`src/rtl/iosys_host_if.sv`:
```
// ---------------------------------------------------------------------------
// iosys_host_if -- bus bundle between the I/O-system host and its environment.
//
// Signals:
//   cmd_valid/cmd_ready, cmd_op[3:0], cmd_arg[31:0], cmd_len[23:0]
//                          command handshake and command fields
//   pl_data[7:0], pl_valid/pl_ready
//                          payload byte stream for the payload opcodes
//   tx_data[7:0], tx_start, tx_busy
//                          byte port towards the UART transmitter
//   rx_data[7:0], rx_valid byte strobe from the UART receiver
//
// Modports:
//   master -- environment side (command source, payload source, UART)
//   slave  -- the iosys_host block itself
// ---------------------------------------------------------------------------
interface iosys_host_if;
  logic        cmd_valid;
  logic        cmd_ready;
  logic [3:0]  cmd_op;
  logic [31:0] cmd_arg;
  logic [23:0] cmd_len;
  logic [7:0]  pl_data;
  logic        pl_valid;
  logic        pl_ready;
  logic [7:0]  tx_data;
  logic        tx_start;
  logic        tx_busy;
  logic [7:0]  rx_data;
  logic        rx_valid;

  modport master (
    output cmd_valid, cmd_op, cmd_arg, cmd_len,
    output pl_data, pl_valid,
    output tx_busy,
    output rx_data, rx_valid,
    input  cmd_ready, pl_ready, tx_data, tx_start
  );

  modport slave (
    input  cmd_valid, cmd_op, cmd_arg, cmd_len,
    input  pl_data, pl_valid,
    input  tx_busy,
    input  rx_data, rx_valid,
    output cmd_ready, pl_ready, tx_data, tx_start
  );
endinterface

```
`src/rtl/iosys_host.sv`:
```
// ---------------------------------------------------------------------------
// iosys_host -- host side of a UART-based I/O-system link.
//
// A transmit FSM serialises commands (opcode, argument bytes, optional
// payload and terminator) to a UART transmitter; for opcodes 1 and 2 it then
// waits for the matching reply or a timeout.  An independent receive parser
// decodes joypad, core-ID and config-string messages from the UART receiver.
//
// Ports:
//   clk            single clock, rising edge
//   reset          synchronous, active-high
//   bus            iosys_host_if.slave (command, payload, tx and rx byte ports)
//   core_id[7:0]   / core_id_valid      received core ID + 1-cycle strobe
//   cfg_char[7:0]  / cfg_char_valid     config-string character + strobe
//   cfg_done                            end-of-string strobe
//   joy1, joy2[15:0] / joy_update       joypad words + update strobe
//   busy                                transmit FSM not idle
//   cmd_err                             strobe: unsupported opcode consumed
//   resp_timeout                        strobe: reply wait expired
// ---------------------------------------------------------------------------
module iosys_host #(
  parameter int unsigned FREQ            = 21_477_000,
  parameter int unsigned RESP_TIMEOUT_MS = 100,
  parameter int unsigned MAX_STR         = 96
) (
  input  logic         clk,
  input  logic         reset,
  iosys_host_if.slave  bus,
  output logic [7:0]   core_id,
  output logic         core_id_valid,
  output logic [7:0]   cfg_char,
  output logic         cfg_char_valid,
  output logic         cfg_done,
  output logic [15:0]  joy1,
  output logic [15:0]  joy2,
  output logic         joy_update,
  output logic         busy,
  output logic         cmd_err,
  output logic         resp_timeout
);

  localparam int unsigned TMO_RAW    = FREQ / 1000 * RESP_TIMEOUT_MS;
  localparam int unsigned TMO_CYCLES = (TMO_RAW == 0) ? 1 : TMO_RAW;
  localparam logic [31:0] TMO_LOAD   = 32'(TMO_CYCLES);
  localparam logic [15:0] STR_LAST   = 16'(MAX_STR - 1);

  localparam logic [2:0] T_IDLE    = 3'd0;
  localparam logic [2:0] T_OP      = 3'd1;
  localparam logic [2:0] T_ARG     = 3'd2;
  localparam logic [2:0] T_PAYLOAD = 3'd3;
  localparam logic [2:0] T_TERM    = 3'd4;
  localparam logic [2:0] T_WAIT    = 3'd5;

  localparam logic [1:0] R_IDLE = 2'd0;
  localparam logic [1:0] R_JOY  = 2'd1;
  localparam logic [1:0] R_ID   = 2'd2;
  localparam logic [1:0] R_STR  = 2'd3;

  // Number of argument bytes that follow the opcode byte.
  function automatic logic [2:0] arg_count(input logic [3:0] op);
    case (op)
      4'd3:    arg_count = 3'd4;
      4'd4:    arg_count = 3'd2;
      4'd6:    arg_count = 3'd1;
      4'd7:    arg_count = 3'd3;
      4'd8:    arg_count = 3'd1;
      4'd9:    arg_count = 3'd4;
      default: arg_count = 3'd0;
    endcase
  endfunction

  // Argument byte number idx for the given opcode.
  function automatic logic [7:0] arg_byte(input logic [3:0] op, input logic [31:0] arg,
                                          input logic [23:0] len, input logic [2:0] idx);
    case (op)
      4'd3: begin
        case (idx)
          3'd0:    arg_byte = arg[31:24];
          3'd1:    arg_byte = arg[23:16];
          3'd2:    arg_byte = arg[15:8];
          default: arg_byte = arg[7:0];
        endcase
      end
      4'd4:    arg_byte = (idx == 3'd0) ? arg[15:8] : arg[7:0];
      4'd6:    arg_byte = arg[7:0];
      4'd7: begin
        case (idx)
          3'd0:    arg_byte = len[23:16];
          3'd1:    arg_byte = len[15:8];
          default: arg_byte = len[7:0];
        endcase
      end
      4'd8:    arg_byte = {7'b0000000, arg[0]};
      4'd9: begin
        case (idx)
          3'd0:    arg_byte = arg[7:0];
          3'd1:    arg_byte = arg[15:8];
          3'd2:    arg_byte = arg[23:16];
          default: arg_byte = arg[31:24];
        endcase
      end
      default: arg_byte = 8'h00;
    endcase
  endfunction

  logic [2:0]  state_r;
  logic [3:0]  op_r;
  logic [31:0] arg_r;
  logic [23:0] len_r;
  logic [2:0]  idx_r;
  logic [31:0] tmo_r;
  logic        ready_en_r;
  logic [7:0]  tx_data_r;
  logic        tx_start_r;
  logic        cmd_err_r;
  logic        resp_timeout_r;
  logic        can_emit_s;
  logic        pl_ready_s;
  logic        cmd_ready_s;
  logic [2:0]  post_hdr_s;

  logic [1:0]  rstate_r;
  logic [1:0]  jcnt_r;
  logic [23:0] jbuf_r;
  logic [15:0] str_cnt_r;
  logic [15:0] joy1_r;
  logic [15:0] joy2_r;
  logic        joy_update_r;
  logic [7:0]  core_id_r;
  logic        core_id_valid_r;
  logic [7:0]  cfg_char_r;
  logic        cfg_char_valid_r;
  logic        cfg_done_r;

  // A byte may go out only when the UART is free and no byte left last cycle.
  assign can_emit_s  = ~bus.tx_busy & ~tx_start_r;
  assign pl_ready_s  = (state_r == T_PAYLOAD) & can_emit_s;
  // ready_en_r keeps cmd_ready low while reset is held.
  assign cmd_ready_s = (state_r == T_IDLE) & ready_en_r;

  assign bus.cmd_ready = cmd_ready_s;
  assign bus.pl_ready  = pl_ready_s;
  assign bus.tx_data   = tx_data_r;
  assign bus.tx_start  = tx_start_r;
  assign busy          = (state_r != T_IDLE);
  assign cmd_err       = cmd_err_r;
  assign resp_timeout  = resp_timeout_r;

  assign joy1           = joy1_r;
  assign joy2           = joy2_r;
  assign joy_update     = joy_update_r;
  assign core_id        = core_id_r;
  assign core_id_valid  = core_id_valid_r;
  assign cfg_char       = cfg_char_r;
  assign cfg_char_valid = cfg_char_valid_r;
  assign cfg_done       = cfg_done_r;

  // Where the TX FSM goes once the opcode and argument bytes are out.
  always_comb begin
    post_hdr_s = T_IDLE;
    if (op_r == 4'd5) begin
      if (len_r == 24'd0) begin
        post_hdr_s = T_TERM;
      end else begin
        post_hdr_s = T_PAYLOAD;
      end
    end else if (op_r == 4'd7) begin
      if (len_r == 24'd0) begin
        post_hdr_s = T_IDLE;
      end else begin
        post_hdr_s = T_PAYLOAD;
      end
    end else if ((op_r == 4'd1) || (op_r == 4'd2)) begin
      post_hdr_s = T_WAIT;
    end else begin
      post_hdr_s = T_IDLE;
    end
  end

  // TX FSM: command acceptance, byte emission and reply wait.
  always_ff @(posedge clk) begin
    if (reset) begin
      state_r        <= T_IDLE;
      op_r           <= 4'd0;
      arg_r          <= 32'd0;
      len_r          <= 24'd0;
      idx_r          <= 3'd0;
      tmo_r          <= 32'd0;
      ready_en_r     <= 1'b0;
      tx_data_r      <= 8'h00;
      tx_start_r     <= 1'b0;
      cmd_err_r      <= 1'b0;
      resp_timeout_r <= 1'b0;
    end else begin
      ready_en_r     <= 1'b1;
      tx_start_r     <= 1'b0;
      cmd_err_r      <= 1'b0;
      resp_timeout_r <= 1'b0;
      case (state_r)
        T_IDLE: begin
          if (bus.cmd_valid && cmd_ready_s) begin
            if ((bus.cmd_op != 4'd0) && (bus.cmd_op <= 4'd9)) begin
              op_r    <= bus.cmd_op;
              arg_r   <= bus.cmd_arg;
              len_r   <= bus.cmd_len;
              idx_r   <= 3'd0;
              state_r <= T_OP;
            end else begin
              cmd_err_r <= 1'b1;
            end
          end
        end
        T_OP: begin
          if (can_emit_s) begin
            tx_data_r  <= {4'h0, op_r};
            tx_start_r <= 1'b1;
            if (arg_count(op_r) != 3'd0) begin
              state_r <= T_ARG;
            end else begin
              state_r <= post_hdr_s;
              if (post_hdr_s == T_WAIT) begin
                tmo_r <= TMO_LOAD;
              end
            end
          end
        end
        T_ARG: begin
          if (can_emit_s) begin
            tx_data_r  <= arg_byte(op_r, arg_r, len_r, idx_r);
            tx_start_r <= 1'b1;
            if (idx_r == (arg_count(op_r) - 3'd1)) begin
              state_r <= post_hdr_s;
            end else begin
              idx_r <= idx_r + 3'd1;
            end
          end
        end
        T_PAYLOAD: begin
          // Payload bytes pass through unchanged, including 0x00.
          if (pl_ready_s && bus.pl_valid) begin
            tx_data_r  <= bus.pl_data;
            tx_start_r <= 1'b1;
            len_r      <= len_r - 24'd1;
            if (len_r == 24'd1) begin
              state_r <= (op_r == 4'd5) ? T_TERM : T_IDLE;
            end
          end
        end
        T_TERM: begin
          if (can_emit_s) begin
            tx_data_r  <= 8'h00;
            tx_start_r <= 1'b1;
            state_r    <= T_IDLE;
          end
        end
        T_WAIT: begin
          if (((op_r == 4'd1) && core_id_valid_r) || ((op_r == 4'd2) && cfg_done_r)) begin
            state_r <= T_IDLE;
          end else if (tmo_r <= 32'd1) begin
            resp_timeout_r <= 1'b1;
            tmo_r          <= 32'd0;
            state_r        <= T_IDLE;
          end else begin
            tmo_r <= tmo_r - 32'd1;
          end
        end
        default: state_r <= T_IDLE;
      endcase
    end
  end

  // RX parser: header decode and message collection, independent of TX.
  always_ff @(posedge clk) begin
    if (reset) begin
      rstate_r         <= R_IDLE;
      jcnt_r           <= 2'd0;
      jbuf_r           <= 24'd0;
      str_cnt_r        <= 16'd0;
      joy1_r           <= 16'hFFFF;
      joy2_r           <= 16'hFFFF;
      joy_update_r     <= 1'b0;
      core_id_r        <= 8'h00;
      core_id_valid_r  <= 1'b0;
      cfg_char_r       <= 8'h00;
      cfg_char_valid_r <= 1'b0;
      cfg_done_r       <= 1'b0;
    end else begin
      joy_update_r     <= 1'b0;
      core_id_valid_r  <= 1'b0;
      cfg_char_valid_r <= 1'b0;
      cfg_done_r       <= 1'b0;
      if (bus.rx_valid) begin
        case (rstate_r)
          R_IDLE: begin
            case (bus.rx_data)
              8'h01: begin
                rstate_r <= R_JOY;
                jcnt_r   <= 2'd0;
              end
              8'h11:   rstate_r <= R_ID;
              8'h22: begin
                rstate_r  <= R_STR;
                str_cnt_r <= 16'd0;
              end
              default: rstate_r <= R_IDLE;
            endcase
          end
          R_JOY: begin
            // Both words update together on the 4th byte.
            if (jcnt_r == 2'd3) begin
              joy1_r       <= jbuf_r[15:0];
              joy2_r       <= {bus.rx_data, jbuf_r[23:16]};
              joy_update_r <= 1'b1;
              rstate_r     <= R_IDLE;
            end else begin
              jbuf_r[{jcnt_r, 3'b000} +: 8] <= bus.rx_data;
              jcnt_r <= jcnt_r + 2'd1;
            end
          end
          R_ID: begin
            core_id_r       <= bus.rx_data;
            core_id_valid_r <= 1'b1;
            rstate_r        <= R_IDLE;
          end
          R_STR: begin
            if (bus.rx_data == 8'h00) begin
              cfg_done_r <= 1'b1;
              rstate_r   <= R_IDLE;
            end else begin
              cfg_char_r       <= bus.rx_data;
              cfg_char_valid_r <= 1'b1;
              if (str_cnt_r == STR_LAST) begin
                cfg_done_r <= 1'b1;
                rstate_r   <= R_IDLE;
              end else begin
                str_cnt_r <= str_cnt_r + 16'd1;
              end
            end
          end
          default: rstate_r <= R_IDLE;
        endcase
      end
    end
  end

endmodule
```
`src/flat_wrapper.sv`:
```
// flat-port wrapper written by rule: the top's interface ports become plain ports
module iosys_host_flat 
#(
  parameter int unsigned FREQ            = 21_477_000,
  parameter int unsigned RESP_TIMEOUT_MS = 100,
  parameter int unsigned MAX_STR         = 96
)
  (clk, reset, core_id, core_id_valid, cfg_char, cfg_char_valid, cfg_done, joy1, joy2, joy_update, busy, cmd_err, resp_timeout, bus_cmd_valid, bus_cmd_op, bus_cmd_arg, bus_cmd_len, bus_pl_data, bus_pl_valid, bus_tx_busy, bus_rx_data, bus_rx_valid, bus_cmd_ready, bus_pl_ready, bus_tx_data, bus_tx_start);
  iosys_host_if bus_i ();
  input  logic clk;
  input  logic reset;
  output logic [7:0] core_id;
  output logic core_id_valid;
  output logic [7:0] cfg_char;
  output logic cfg_char_valid;
  output logic cfg_done;
  output logic [15:0] joy1;
  output logic [15:0] joy2;
  output logic joy_update;
  output logic busy;
  output logic cmd_err;
  output logic resp_timeout;
  input wire logic [$bits(bus_i.cmd_valid)-1:0] bus_cmd_valid;
  input wire logic [$bits(bus_i.cmd_op)-1:0] bus_cmd_op;
  input wire logic [$bits(bus_i.cmd_arg)-1:0] bus_cmd_arg;
  input wire logic [$bits(bus_i.cmd_len)-1:0] bus_cmd_len;
  input wire logic [$bits(bus_i.pl_data)-1:0] bus_pl_data;
  input wire logic [$bits(bus_i.pl_valid)-1:0] bus_pl_valid;
  input wire logic [$bits(bus_i.tx_busy)-1:0] bus_tx_busy;
  input wire logic [$bits(bus_i.rx_data)-1:0] bus_rx_data;
  input wire logic [$bits(bus_i.rx_valid)-1:0] bus_rx_valid;
  output wire logic [$bits(bus_i.cmd_ready)-1:0] bus_cmd_ready;
  output wire logic [$bits(bus_i.pl_ready)-1:0] bus_pl_ready;
  output wire logic [$bits(bus_i.tx_data)-1:0] bus_tx_data;
  output wire logic [$bits(bus_i.tx_start)-1:0] bus_tx_start;
  assign bus_i.cmd_valid = bus_cmd_valid;
  assign bus_i.cmd_op = bus_cmd_op;
  assign bus_i.cmd_arg = bus_cmd_arg;
  assign bus_i.cmd_len = bus_cmd_len;
  assign bus_i.pl_data = bus_pl_data;
  assign bus_i.pl_valid = bus_pl_valid;
  assign bus_i.tx_busy = bus_tx_busy;
  assign bus_i.rx_data = bus_rx_data;
  assign bus_i.rx_valid = bus_rx_valid;
  assign bus_cmd_ready = bus_i.cmd_ready;
  assign bus_pl_ready = bus_i.pl_ready;
  assign bus_tx_data = bus_i.tx_data;
  assign bus_tx_start = bus_i.tx_start;
  iosys_host #(.FREQ(FREQ), .RESP_TIMEOUT_MS(RESP_TIMEOUT_MS), .MAX_STR(MAX_STR)) u_core (.clk(clk), .reset(reset), .bus(bus_i), .core_id(core_id), .core_id_valid(core_id_valid), .cfg_char(cfg_char), .cfg_char_valid(cfg_char_valid), .cfg_done(cfg_done), .joy1(joy1), .joy2(joy2), .joy_update(joy_update), .busy(busy), .cmd_err(cmd_err), .resp_timeout(resp_timeout));
endmodule
```
`config.mk`:
```
export PLATFORM = sky130hd
export DESIGN_NAME = iosys_host_flat
export DESIGN_NICKNAME = d
export VERILOG_FILES = /design/src/rtl/iosys_host_if.sv /design/src/rtl/iosys_host.sv /design/src/flat_wrapper.sv
export SDC_FILE = /design/constraint.sdc
export NUM_CORES = 1
export LEC_CHECK = 0
export ABC_CLOCK_PERIOD_IN_PS = 3200
export BUFFER_PORTS_ARGS = -buffer_cell sky130_fd_sc_hd__buf_2
export CORE_ASPECT_RATIO = 1.25
export CORE_UTILIZATION = 56
export CTS_CLUSTER_SIZE = 28
export DETAILED_ROUTE_END_ITERATION = 7
export GPL_TIMING_DRIVEN = 1
export PLACE_DENSITY = 0.75
export SLEW_MARGIN = 10
export SYNTH_ARGS = -nofsm -noshare
export SYNTH_HDL_FRONTEND = slang
export SYNTH_SLANG_ARGS = --single-unit
```
`constraint.sdc`:
```
create_clock -name clk -period 3.2 [get_ports clk]
set_input_delay 0.96 -clock clk [delete_from_list [all_inputs] [get_ports clk]]
set_output_delay 0.96 -clock clk [all_outputs]
set_load 0.005 [all_outputs]
```
Word-level counts from Yosys, hierarchy flattened
Cells that the tools add are included.
{ "totals": {"output_inout_bits": 66, "input_bits": 82, "regBits": 206, "wordCells": 209} }
{ "classes": {"order_cmp": 2, "mux": 73, "reduce_logical": 42, "n_addsub": 7, "eq_ne": 47, "n_shift": 2, "bitwise": 13} }
{ "op_table": {"columns": ["cell", "n"], "rows": [
  ["$mux 32", 5],
  ["$mux 3", 25],
  ["$mux 24", 3],
  ["$pmux 32 s2", 1],
  ["$mux 16", 3],
  ["$pmux 24 s2", 1],
  ["$pmux 8 s3", 2],
  ["$pmux 8 s6", 1],
  ["$mux 8", 5],
  ["$le 32x1->1 const B", 1],
  ["$pmux 16 s2", 1],
  ["$pmux 8 s4", 1],
  ["$sub 32x1->32 const B", 1],
  ["$bwmux 24", 1],
  ["$eq 24x1->1 const B", 1],
  ["$logic_not 24->1", 1],
  ["$ne 2x2->1 const B", 12],
  ["$shift 8x7->24 const A", 1],
  ["$shiftx 8x7->24", 1],
  ["$sub 24x1->24 const B", 1],
  ["$reduce_and 5->1", 4],
  ["$pmux 3 s6", 1],
  ["$add 16x1->16 const B", 1],
  ["$eq 16x7->1 const B", 1],
  ["other kinds (45)", 111]
]} }

Longest topological paths before layout
Gate-level depths: netlist of the first run.
{ "logic_depth": {"ltp_word": 11, "mapped_depth": 13, "ltp_nobuf": 10} }

Worst setup path before layout of the first run
No wires, ideal clock.
{ "synth_path": {"path_type": "reg-to-reg", "from": "register u_core.op_r[1]", "to": "register u_core.state_r[2]", "n_path_buf": 2, "arrival_time_ns": 2.742, "period_less_slack_ns": 2.829, "required_ns": 3.114, "stages_incl_launch_ff": 12, "slack_ns": 0.371, "setup_ns": 0.086, "path_cell_list": "dfxtp_1 -> buf_2 -> nand2_1 -> or3_1 -> clkbuf_1 -> and2_1 -> ha_1 -> xor2_1 -> a31oi_1 -> a311o_1 -> or3_4 -> a221oi_2"} }
{ "synth_between": {"elab_chain_cells": 10, "word_cells_on_any_way": 39, "classes_between": "add/sub (1); eq/ne (12); mux (18); reduce/logical (8)"} }
{ "synth_lines": {"columns": ["element", "line_no", "rtl"], "rows": [
  ["start, declared", "iosys_host.sv:107", "logic [3:0] op_r;"],
  ["start signal, assigned", "iosys_host.sv:203", "op_r <= bus.cmd_op;"],
  ["$eq 4x2->1 (tied with other cells)", "iosys_host.sv:61", "case (op)"],
  ["$reduce_or 2->1 (no line)", null, null],
  ["$pmux 3 s4", "iosys_host.sv:61", null],
  ["$mux 3", "iosys_host.sv:214, iosys_host.sv:228", null],
  ["$mux 3", "iosys_host.sv:199", "case (state_r)"],
  ["$mux 3", "iosys_host.sv:182", "if (reset) begin"],
  ["$sub 3x1->3 or $reduce_bool 3->1 (tied branches)", "iosys_host.sv:231, iosys_host.sv:217", null],
  ["$eq 3x3->1 or $mux 3 (tied branches)", "iosys_host.sv:231, iosys_host.sv:217", null],
  ["$ne 2x1->1 (no line) or $mux 3 (tied branches)", null, null],
  ["$reduce_and 9->1 (no line) or $pmux 3 s6 (tied branches)", null, null],
  ["end signal, assigned", "iosys_host.sv:220", "state_r <= post_hdr_s;"],
  ["end signal, assigned", "iosys_host.sv:232", "state_r <= post_hdr_s;"],
  ["end signal, assigned", "iosys_host.sv:245", "state_r <= (op_r == 4'd5) ? T_TERM : T_IDLE;"],
  ["end, declared", "iosys_host.sv:106", "logic [2:0] state_r;"]
]} }
Several ways; a longest one is shown, not always the timed one. The select of a mux whose other input is x is not followed.
A chain may end at the register's enable or synchronous reset.

Worst setup path in the final report of the first run
Same ends and word-level chain as after synthesis.

==> results of run 1 <==
[layout make-up]
class / instances / area [µm²]
fillers: 1537 / 5730
repair buffers: 174 / 978
flip-flops and latches: 206 / 4120
clock inverters: 10 / 181
well taps: 224 / 280
diodes: 3 / 7.51
multi-input cells: 1007 / 5700
clock buffers: 30 / 642
inverters: 17 / 63.8
[logic make-up (layout without fill, tap and decap cells)]
kind of cell	Yosys count	after routing	synth area share, %
AOI/OAI and AO/OA	300	300	18.4
xor gates and xnor gates	41	41	3.51
adders and majority gates	17	17	2.08
buffers and inverters	110	231	4.25
DFF	206	206	40.3
muxes	17	17	1.66
other	0	3	0
and+or+nand+nor	632	632	29.9
[power by group]
part | internal [mW] | total (mW) | switching [mW] | leakage (nW)
combinational | 0.480 | 1.31 | 0.829 | 2.61
clock | 1.81 | 2.87 | 1.06 | 0.403
sequential | 2.67 | 2.83 | 0.159 | 1.67
total | 4.96 | 7.01 | 2.05 | 4.68
[routing by layer]
metal	up-vias	GRT usage, %
met5	-	0
met4	4	11.4
met3	79	6.27
met2	378	53.4
met1	4736	36.5
li1	4919	-
[tightest hold or removal path, cell delays in order, from the launching register on]
cell     delay [ns]
dfxtp_1        0.31
nand2_1        0.05
a21oi_1        0.05
[metrics by stage]
stage	hold WS [ns]	total power [mW]
floorplan	0.432	3.75
global placement	0.440	4.14
detailed placement	0.447	4.16
CTS	0.453	7.03
global route	0.472	7.31
finish	0.451	7.01
[sequential cells by signal (all words and copies together), names as in the netlist, 4 cells and up]
name,cells
u_core.len_r,24
u_core.jbuf_r,24
u_core.arg_r,32
u_core.cfg_char,8
u_core.core_id,8
u_core.joy1,16
u_core.op_r,4
u_core.str_cnt_r,16
u_core.bus.tx_data,8
u_core.tmo_r,32
u_core.joy2,16
[placed cells by master (no fill, tap or decap), types with 6 or more instances in the layout]
master     instances
a31oi_1            9
inv_1             16
nor3b_1            6
nand2_1          229
mux2i_1           17
or4_1              7
a22oi_1           17
nor4_1            31
o22ai_1            6
nand4_1            9
or3_1              8
clkbuf_16         23
nor3_1            36
nor2_1           142
a222oi_1          22
dfxtp_1          206
and2_1            12
a211oi_1          13
and3_1            12
nand3b_1           6
buf_2            146
nand3_1           79
xnor2_1           39
ha_1              17
o21ai_0           46
nand2b_1           9
buf_4             25
a21oi_1          143
nor2b_1           10
[how the worst max path moves through the flow]
stage                    from           endpoint  slack, ns  depth (start not counted)
2_1_floorplan  u_core.op_r[1]  u_core.state_r[2]       0.37                         11
5_1_grt        u_core.op_r[1]  u_core.state_r[2]       0.01                          9
3_5_place_dp    bus_cmd_op[1]   u_core.len_r[19]       0.02                          8
6_report       u_core.op_r[1]  u_core.state_r[2]       0.16                          9
3_3_place_gp    bus_cmd_op[1]   u_core.len_r[19]       0.02                          8
4_1_cts        u_core.op_r[1]  u_core.state_r[2]       0.20                          9
==> flow_summary_export.csv, run 1 <==
group,metric,value,unit
setup_path,worst-setup-path-type,"reg2reg",
global_route,grt_max_degree,133,
setup_path,reg2reg_slack,0.16,ns
clock_tree,clock_latency,0.52,ns
clock_tree,clockBufferDepth,3,
drt,drtIter0Drc,850,
drt,first_pass_iters,8,
drt,ant_nets,0,
synth,postSynthCellCount,1323,
place,dpl_cell_area,11100,µm²
synth,yosysTopAreaCellShare,40.3,%
die,num_rows,54,
setup_path,critPathArrivalTime,3.47,ns
setup_path,crit_path_start_kind,"register",
place,dpl.hpwl,19700,µm
die,die_w,123,µm
synth,ys_top_cells_by_count,"nand2_1, dfxtp_1, a21oi_1",
setup_path,reg2reg_from,"u_core.op_r[1]",
synth,synth_edf_count,0,
setup_path,end_kind,"register",
synth,synth_cell_types,72,
setup_path,crit_family,"simple AND/OR/NAND/NOR gates",
synth,syn_nets,1422,
worst_hold_path,hp-class,"reg2reg",
die,die_y,153,µm
clock_tree,cts-resized-gates,0,
synth,syn_area_per_cell,7.74,µm²
synth,synth_seq_cells,206,
synth,async_reset_ff_share,0,%
sta,rsz0062_at_grt,"false",
power,powerDensity,585,nW/µm²
die,die-area,18800,µm²
place,portBuffers,147,
clock_tree,cts_tree,"yes",
global_route,grt_pass1_vias,9574,
sta,worstMarginPinSlew,1.19,ns
sta,setup_slack,0.162,ns
setup_path,max_stage_delay,0.62,ns
drt,vias_per_cell,6.05,
sta,timing.final.crit_period,3.04,ns
place,post-place-ws,0.0174,ns
setup_path,path_max_fanout,13,
clock_tree,htree_levels,1,
drt,wl_met2,14300,µm
run_status,outcome,"finished, violations left",
clock_tree,cts_made_buffers,23,
setup_path,worst-r2r-cell-count,9,
setup_path,path_cells,"nand2_1 -> or3_1 -> and2_1 -> ha_1 -> xor2_1 -> a31oi_1 -> a311o_1 -> or3_4 -> a221oi_2",
global_route,track_usage,30.7,%
sta,maxSlewHeadroom,20.9,%
synth,yosys-top-cells-area,"dfxtp_1, nand2_1, a21oi_1",
drt,remaining_drc_errors,1,
sta,final.setup.tns,0,ns
synth,ys.flop_type,"dfxtp_1",
drt,wl_per_cell,17.3,µm
global_route,overflow,0,
synth,yosysMostFrequentCell,"nand2_1",
drt,met1_length,11600,µm
sta,maxSlewViolCount,0,
clock_tree,cts_root_buf,"clkbuf_16",
cells_and_area,fin_util,67.6,%
cells_and_area,drive_above_1_share,16.1,%
clock_tree,clock-sinks,206,
clock_tree,clkSlewWorstSetupHoldPaths,0.06,ns
run_status,violations,"design-rule violations",
die,io_pins,148,
die,start_util,57.8,%
place,dp.cells,1628,
clock_tree,holdBufCountCts,0,
drt,wl_met3,2120,µm
power,ir_worst_vdd,0.000380,V
cells_and_area,fin_nets,1528,
setup_path,cpMaxStageDelayCell,"dfxtp_1",
clock_tree,post-cts-setup-buffer-count,0,
cells_and_area,area_delta_synth_final,16.9,%
drt,top_layer_used,"met5",
cells_and_area,stdcell_count,1671,
setup_path,critPathRequiredTime,3.63,ns
sta,min_period_over_period,95.0,%
sta,finalClockSkew,0.0141,ns
place,place.gp.congestion,0.893,
global_route,antenna_found_initial,6,
sta,setup_violations,0,
power,p_leak,4.68,nW
worst_hold_path,hold_path_end,"u_core.jbuf_r[16]",
synth,yosysSeqAreaShare,40.3,%
run,drv_cap,0,
global_route,grt_first_pass_wirelength,46900,µm
synth,synth_warnings,0,
setup_path,reg2reg_to,"u_core.state_r[2]",
setup_path,critPathBufInv,0,
worst_hold_path,worstHoldStart,"u_core.jbuf_r[16]",
drt,wl,28900,µm
sta,hold_violations,0,
synth,syn_area,10200,µm²
worst_hold_path,hold_depth,2,
cells_and_area,final_area,12000,µm²
drt,vias,10100,
die,core-area,17700,µm²
synth,synth_top_area_cell,"dfxtp_1",
sta,fmax,329,MHz
No activity file was read; power rests on OpenSTA's default activity.
==> run 2: changes to the inputs <==
Settings changed: CELL_PAD_IN_SITES_DETAIL_PLACEMENT from default to 2, CELL_PAD_IN_SITES_GLOBAL_PLACEMENT from default to 2, CORE_UTILIZATION 56 to 33, PLACE_DENSITY 0.75 to 0.76.
==> run 2 against run 1 <==
  * The flow now finishes without violations
  * Via count increased by 2.7%
  * Power decreased by 1.7%
  * Sequential share of layout area decreased by 0.90 points
  * Utilization decreased by 27 points
  * Final area increased by 2.7%
  * First-iteration DRC count decreased by 49%
  * Clock power decreased by 9.4%
  * Maximum frequency increased by 2.5%
  * Flip-flop and latch count unchanged
  * Clock skew about the same
  * Largest power group is now registers
  * Highest routed layer is now met4
==> flow_summary_export.csv, run 2 (synthesis gave the netlist of run 1 again) <==
group,metric,value,unit
setup_path,critPathRequiredTime,3.63,ns
global_route,grt_max_degree,70,
clock_tree,cts_tree,"yes",
clock_tree,holdBufCountCts,0,
setup_path,path_common_cell,"ha_1",
clock_tree,post-cts-setup-buffer-count,0,
power,powerDensity,560,nW/µm²
clock_tree,cts_made_buffers,23,
die,die_y,199,µm
die,io_pins,148,
global_route,grt_pass1_vias,11000,
sta,maxSlewHeadroom,24.9,%
cells_and_area,final_common_cell,"nand2_1",
sta,hold_violations,0,
setup_path,path_max_fanout,11,
sta,fmax,337,MHz
sta,finalClockSkew,0.0139,ns
power,p_leak,4.76,nW
global_route,overflow,0,
drt,wl,37600,µm
clock_tree,htree_levels,1,
setup_path,worst-setup-path-type,"reg2reg",
setup_path,path_cells,"nor4b_2 -> nor2_1 -> ha_1 -> ha_1 -> xor2_1 -> a31oi_1 -> a311o_1 -> or3_4 -> a221oi_2",
sta,worstMarginPinSlew,1.12,ns
drt,drtIter0Drc,430,
place,dpl.hpwl,27100,µm
global_route,antenna_found_initial,2,
cells_and_area,stdcell_count,1873,
drt,remaining_drc_errors,0,
sta,setup_violations,0,
global_route,track_usage,23.5,%
run_status,outcome,"complete, no violations",
place,dp.cells,1833,
global_route,grt_first_pass_wirelength,60100,µm
run,drv_cap,0,
cells_and_area,final_cell_mix,"nand2_1, dfxtp_1, buf_2, a21oi_1, nor2_1",
setup_path,crit_path_start_kind,"register",
die,die-area,31700,µm²
setup_path,critPathBufInv,0,
drt,vias,10400,
place,place.gp.congestion,0.838,
die,die_w,160,µm
clock_tree,clock-sinks,206,
cells_and_area,drive_above_1_share,17.5,%
drt,ant_nets,0,
clock_tree,cts-resized-gates,0,
cells_and_area,area_delta_synth_final,20.1,%
power,total_power,6.89,mW
sta,min_period_over_period,92.7,%
clock_tree,clock_latency,0.52,ns
setup_path,cpMaxStageDelayCell,"dfxtp_1",
sta,rsz0062_at_grt,"false",
drt,vias_per_cell,5.55,
setup_path,end_kind,"register",
die,start_util,33.8,%
setup_path,critPathArrivalTime,3.39,ns
setup_path,crit_family,"simple AND/OR/NAND/NOR gates",
sta,timing.final.crit_period,2.97,ns
setup_path,max_stage_delay,0.55,ns
cells_and_area,fin_nets,1556,
sta,maxSlewViolCount,0,
worst_hold_path,hp-class,"reg2reg",
cells_and_area,reg.largest.list,"u_core.arg_r x32, u_core.tmo_r x32",
clock_tree,cts_root_buf,"clkbuf_16",
clock_tree,clkSlewWorstSetupHoldPaths,0.06,ns
drt,first_pass_iters,6,
die,num_rows,71,
die,core-area,30300,µm²
power,ir_worst_vdd,0.000361,V
cells_and_area,fin_util,40.6,%
clock_tree,clockBufferDepth,3,
drt,wl_per_cell,20.1,µm
place,portBuffers,147,
[run 2: cell count changes in the layout (fill, tap and decap cells not counted)]
cell,change
inv_6,-1
clkinv_2,+2
buf_4,+28
clkbuf_8,+1
clkinvlp_4,-1
diode_2,-2
bufinv_16,-4
clkbuf_1,+2
[run 2: worst paths after layout]
path	startpoint	to	slack, ns	depth (start not counted)
min reg2reg	u_core.jbuf_r[20]	u_core.jbuf_r[20]	0.46	2
min	u_core.jbuf_r[20]	u_core.jbuf_r[20]	0.46	2
max reg2reg	u_core.op_r[3]	u_core.state_r[2]	0.23	9
max	u_core.op_r[3]	u_core.state_r[2]	0.23	9
[run 2: area by class of cell]
class / count / area [µm²]
Sequential cell: 206 / 4120
Multi-Input combinational cell: 1007 / 5700
Inverter: 17 / 63.8
Fill cell: 3540 / 18000
Timing Repair Buffer: 202 / 1190
Clock buffer: 33 / 663
Tap cell: 401 / 502
Clock inverter: 6 / 55.1
Antenna cell: 1 / 2.50
[run 2: metrics by stage]
step | setup slack [ns] | setup TNS (ns) | instance area (µm²) | hold slack [ns]
2_1_floorplan | 0.371 | 0 | 10200 | 0.432
5_1_grt | 0.0558 | 0 | 12300 | 0.469
3_3_place_gp | -0.00557 | -0.00557 | 11600 | 0.439
3_5_place_dp | 0.00440 | 0 | 11600 | 0.449
4_1_cts | 0.227 | 0 | 12300 | 0.456
6_report | 0.235 | 0 | 12300 | 0.456
[run 2: per-layer routing]
| metal | GRT usage (%) | routed length (µm) | up-vias |
|---|---|---|---|
| li1 | - | - | 4973 |
| met1 | 27.1 | 15800 | 5184 |
| met2 | 44.8 | 19400 | 188 |
| met3 | 3.44 | 1560 | 47 |
| met4 | 6.30 | 867 | 0 |
| met5 | 0 | 0 | - |
[run 2: worst reg2reg max path, stage by stage (launching register included)]
cell and delay (ns):
dfxtp_1 0.55, nor4b_2 0.35, nor2_1 0.10, ha_1 0.21, ha_1 0.29, xor2_1 0.20, a31oi_1 0.11, a311o_1 0.38
or3_4 0.42, a221oi_2 0.28
[run 2: power breakdown]
group          internal [mW]  switching [mW]  leakage [nW]  total [mW]
sequential              2.67           0.165          1.67        2.83
clock                   1.51            1.10         0.359        2.60
combinational          0.527           0.924          2.74        1.45
==> run 3: changes to the inputs <==
Settings changed: CAP_MARGIN from default to 20, CORE_UTILIZATION 33 to 34, CTS_BUF_LIST from default to sky130_fd_sc_hd__clkbuf_2 sky130_fd_sc_hd__clkbuf_4 sky130_fd_sc_hd__clkbuf_8, PLACE_DENSITY 0.76 to 0.78.
==> run 3 against run 2 <==
  * Non-clock buffer count shrank 2
  * Maximum frequency decreased by 0.24%
  * Worst setup slack got worse by 0.0071 ns
  * Clock skew grew 0.016 ns
  * Largest power group unchanged
==> flow_summary_export.csv, run 3 (synthesis gave the netlist of run 1 again) <==
group,metric,value,unit
power,p_leak,4.83,nW
setup_path,crit_path_start_kind,"register",
die,die_w,157,µm
die,core-area,29400,µm²
sta,final.setup.tns,0,ns
cells_and_area,fin_nets,1568,
cells_and_area,area_delta_synth_final,20.9,%
setup_path,end_kind,"register",
setup_path,cp-endpoint,"u_core.state_r[2]",
run_status,outcome,"complete, no violations",
cells_and_area,fillers,3440,
die,die_y,196,µm
global_route,grt_pass1_vias,11300,
clock_tree,cts-resized-gates,0,
cells_and_area,final_common_cell,"nand2_1",
place,portBuffers,147,
cells_and_area,seq_area,4120,µm²
cells_and_area,drive_above_1_share,19.4,%
clock_tree,post-cts-setup-buffer-count,0,
setup_path,worst-r2r-cell-count,9,
sta,rsz0062_at_grt,"false",
drt,wl,38500,µm
setup_path,worst-setup-path-type,"reg2reg",
setup_path,reg2reg_to,"u_core.state_r[2]",
global_route,grt_first_pass_wirelength,61200,µm
worst_hold_path,hp-class,"reg2reg",
clock_tree,clkSlewWorstSetupHoldPaths,0.06,ns
die,start_util,34.8,%
drt,drtIter0Drc,415,
global_route,grt_max_degree,133,
clock_tree,htree_levels,2,
drt,ant_nets,0,
cells_and_area,antenna_cells,0,
setup_path,reg2reg_slack,0.23,ns
setup_path,path_max_fanout,11,
setup_path,reg2reg_from,"u_core.op_r[0]",
cells_and_area,final_cell_mix,"nand2_1, dfxtp_1, buf_2, a21oi_1, nor2_1",
setup_path,setup.worst_path.start,"u_core.op_r[0]",
cells_and_area,reg.largest.list,"u_core.arg_r x32, u_core.tmo_r x32",
clock_tree,clockBufferDepth,3,
place,place.gp.congestion,0.831,
sta,setup_violations,0,
setup_path,critPathRequiredTime,3.65,ns
clock_tree,holdBufCountCts,0,
sta,finalClockSkew,0.0298,ns
sta,hold_violations,0,
drt,wl_per_cell,20.3,µm
drt,vias_per_cell,5.59,
sta,maxSlewHeadroom,34.7,%
sta,maxSlewViolCount,0,
clock_tree,cts_root_buf,"clkbuf_8",
power,ir_worst_vdd,0.000294,V
clock_tree,clock_latency,0.56,ns
sta,worstMarginPinSlew,0.977,ns
die,die-area,30800,µm²
run,drv_cap,0,
sta,setup_slack,0.228,ns
sta,fmax,336,MHz
global_route,overflow,0,
drt,first_pass_iters,6,
sta,timing.final.crit_period,2.97,ns
setup_path,critPathArrivalTime,3.42,ns
power,powerDensity,563,nW/µm²
global_route,antenna_found_initial,2,
place,post-place-ws,0.209,ns
place,dpl.hpwl,26500,µm
clock_tree,clock-sinks,206,
drt,remaining_drc_errors,0,
die,io_pins,148,
cells_and_area,multi_input_comb_area,5700,µm²
drt,vias,10600,
sta,min_period_over_period,92.9,%
worst_hold_path,worstHoldStart,"u_core.jbuf_r[23]",
die,num_rows,70,
global_route,track_usage,25.1,%
clock_tree,cts_made_buffers,37,
clock_tree,cts_tree,"yes",
run 3: through the flow:
step / cells / util [%] / area [µm²] / hold WS [ns] / power [mW]
5_1_grt: 1894 / 42.1 / 12400 / 0.484 / 7.31
4_1_cts: 1894 / 42.1 / 12400 / 0.457 / 7.07
6_report: 1894 / 42.1 / 12400 / 0.455 / 6.98
2_1_floorplan: 1323 / - / 10200 / 0.432 / 3.75
3_3_place_gp: 1826 / 39.3 / 11600 / 0.442 / 4.27
3_5_place_dp: 1826 / 39.3 / 11600 / 0.449 / 4.31
run 3: where the power goes:
group	switching [mW]	internal, mW	total, mW
clock network	1.20	1.50	2.70
registers	0.165	2.67	2.83
logic	0.919	0.523	1.44
run 3: worst min-delay path by stage:
stage | to | slack (ns) | cells after the start
after floorplan | u_core.jbuf_r[13] | 0.43 | 2
after global placement | u_core.jbuf_r[8] | 0.44 | 2
after detailed placement | u_core.jbuf_r[21] | 0.45 | 2
after CTS | u_core.jbuf_r[23] | 0.46 | 2
after global routing | u_core.jbuf_r[23] | 0.48 | 2
final | u_core.jbuf_r[23] | 0.45 | 2
run 3: critical path, cell delays in order, from the launching register on:
cell and delay [ns]:
dfxtp_1 0.55, nand2_1 0.16, or3_1 0.38, and2_1 0.16, ha_1 0.29, xor2_1 0.18, a31oi_1 0.10, a311o_1 0.38
or3_4 0.41, a221oi_2 0.27
run 3: layer usage:
metal / track usage [%] / vias up / part of all wire [%]
met2: 45.2 / 236 / 50
met3: 4.15 / 85 / 4.1
li1: - / 5002 / -
met1: 29.1 / 5264 / 42
met4: 10.6 / 2 / 3.9
met5: 0 / - / 0.034
run 3: area by class of cell:
| cell class | count | share of cell area (%) |
|---|---|---|
| Inverter | 17 | 0.515 |
| Timing Repair Buffer | 200 | 9.68 |
| Multi-Input combinational cell | 1007 | 46.0 |
| Sequential cell | 206 | 33.3 |
| Clock inverter | 6 | 0.334 |
| Clock buffer | 62 | 6.14 |
| Tap cell | 396 | 4.00 |
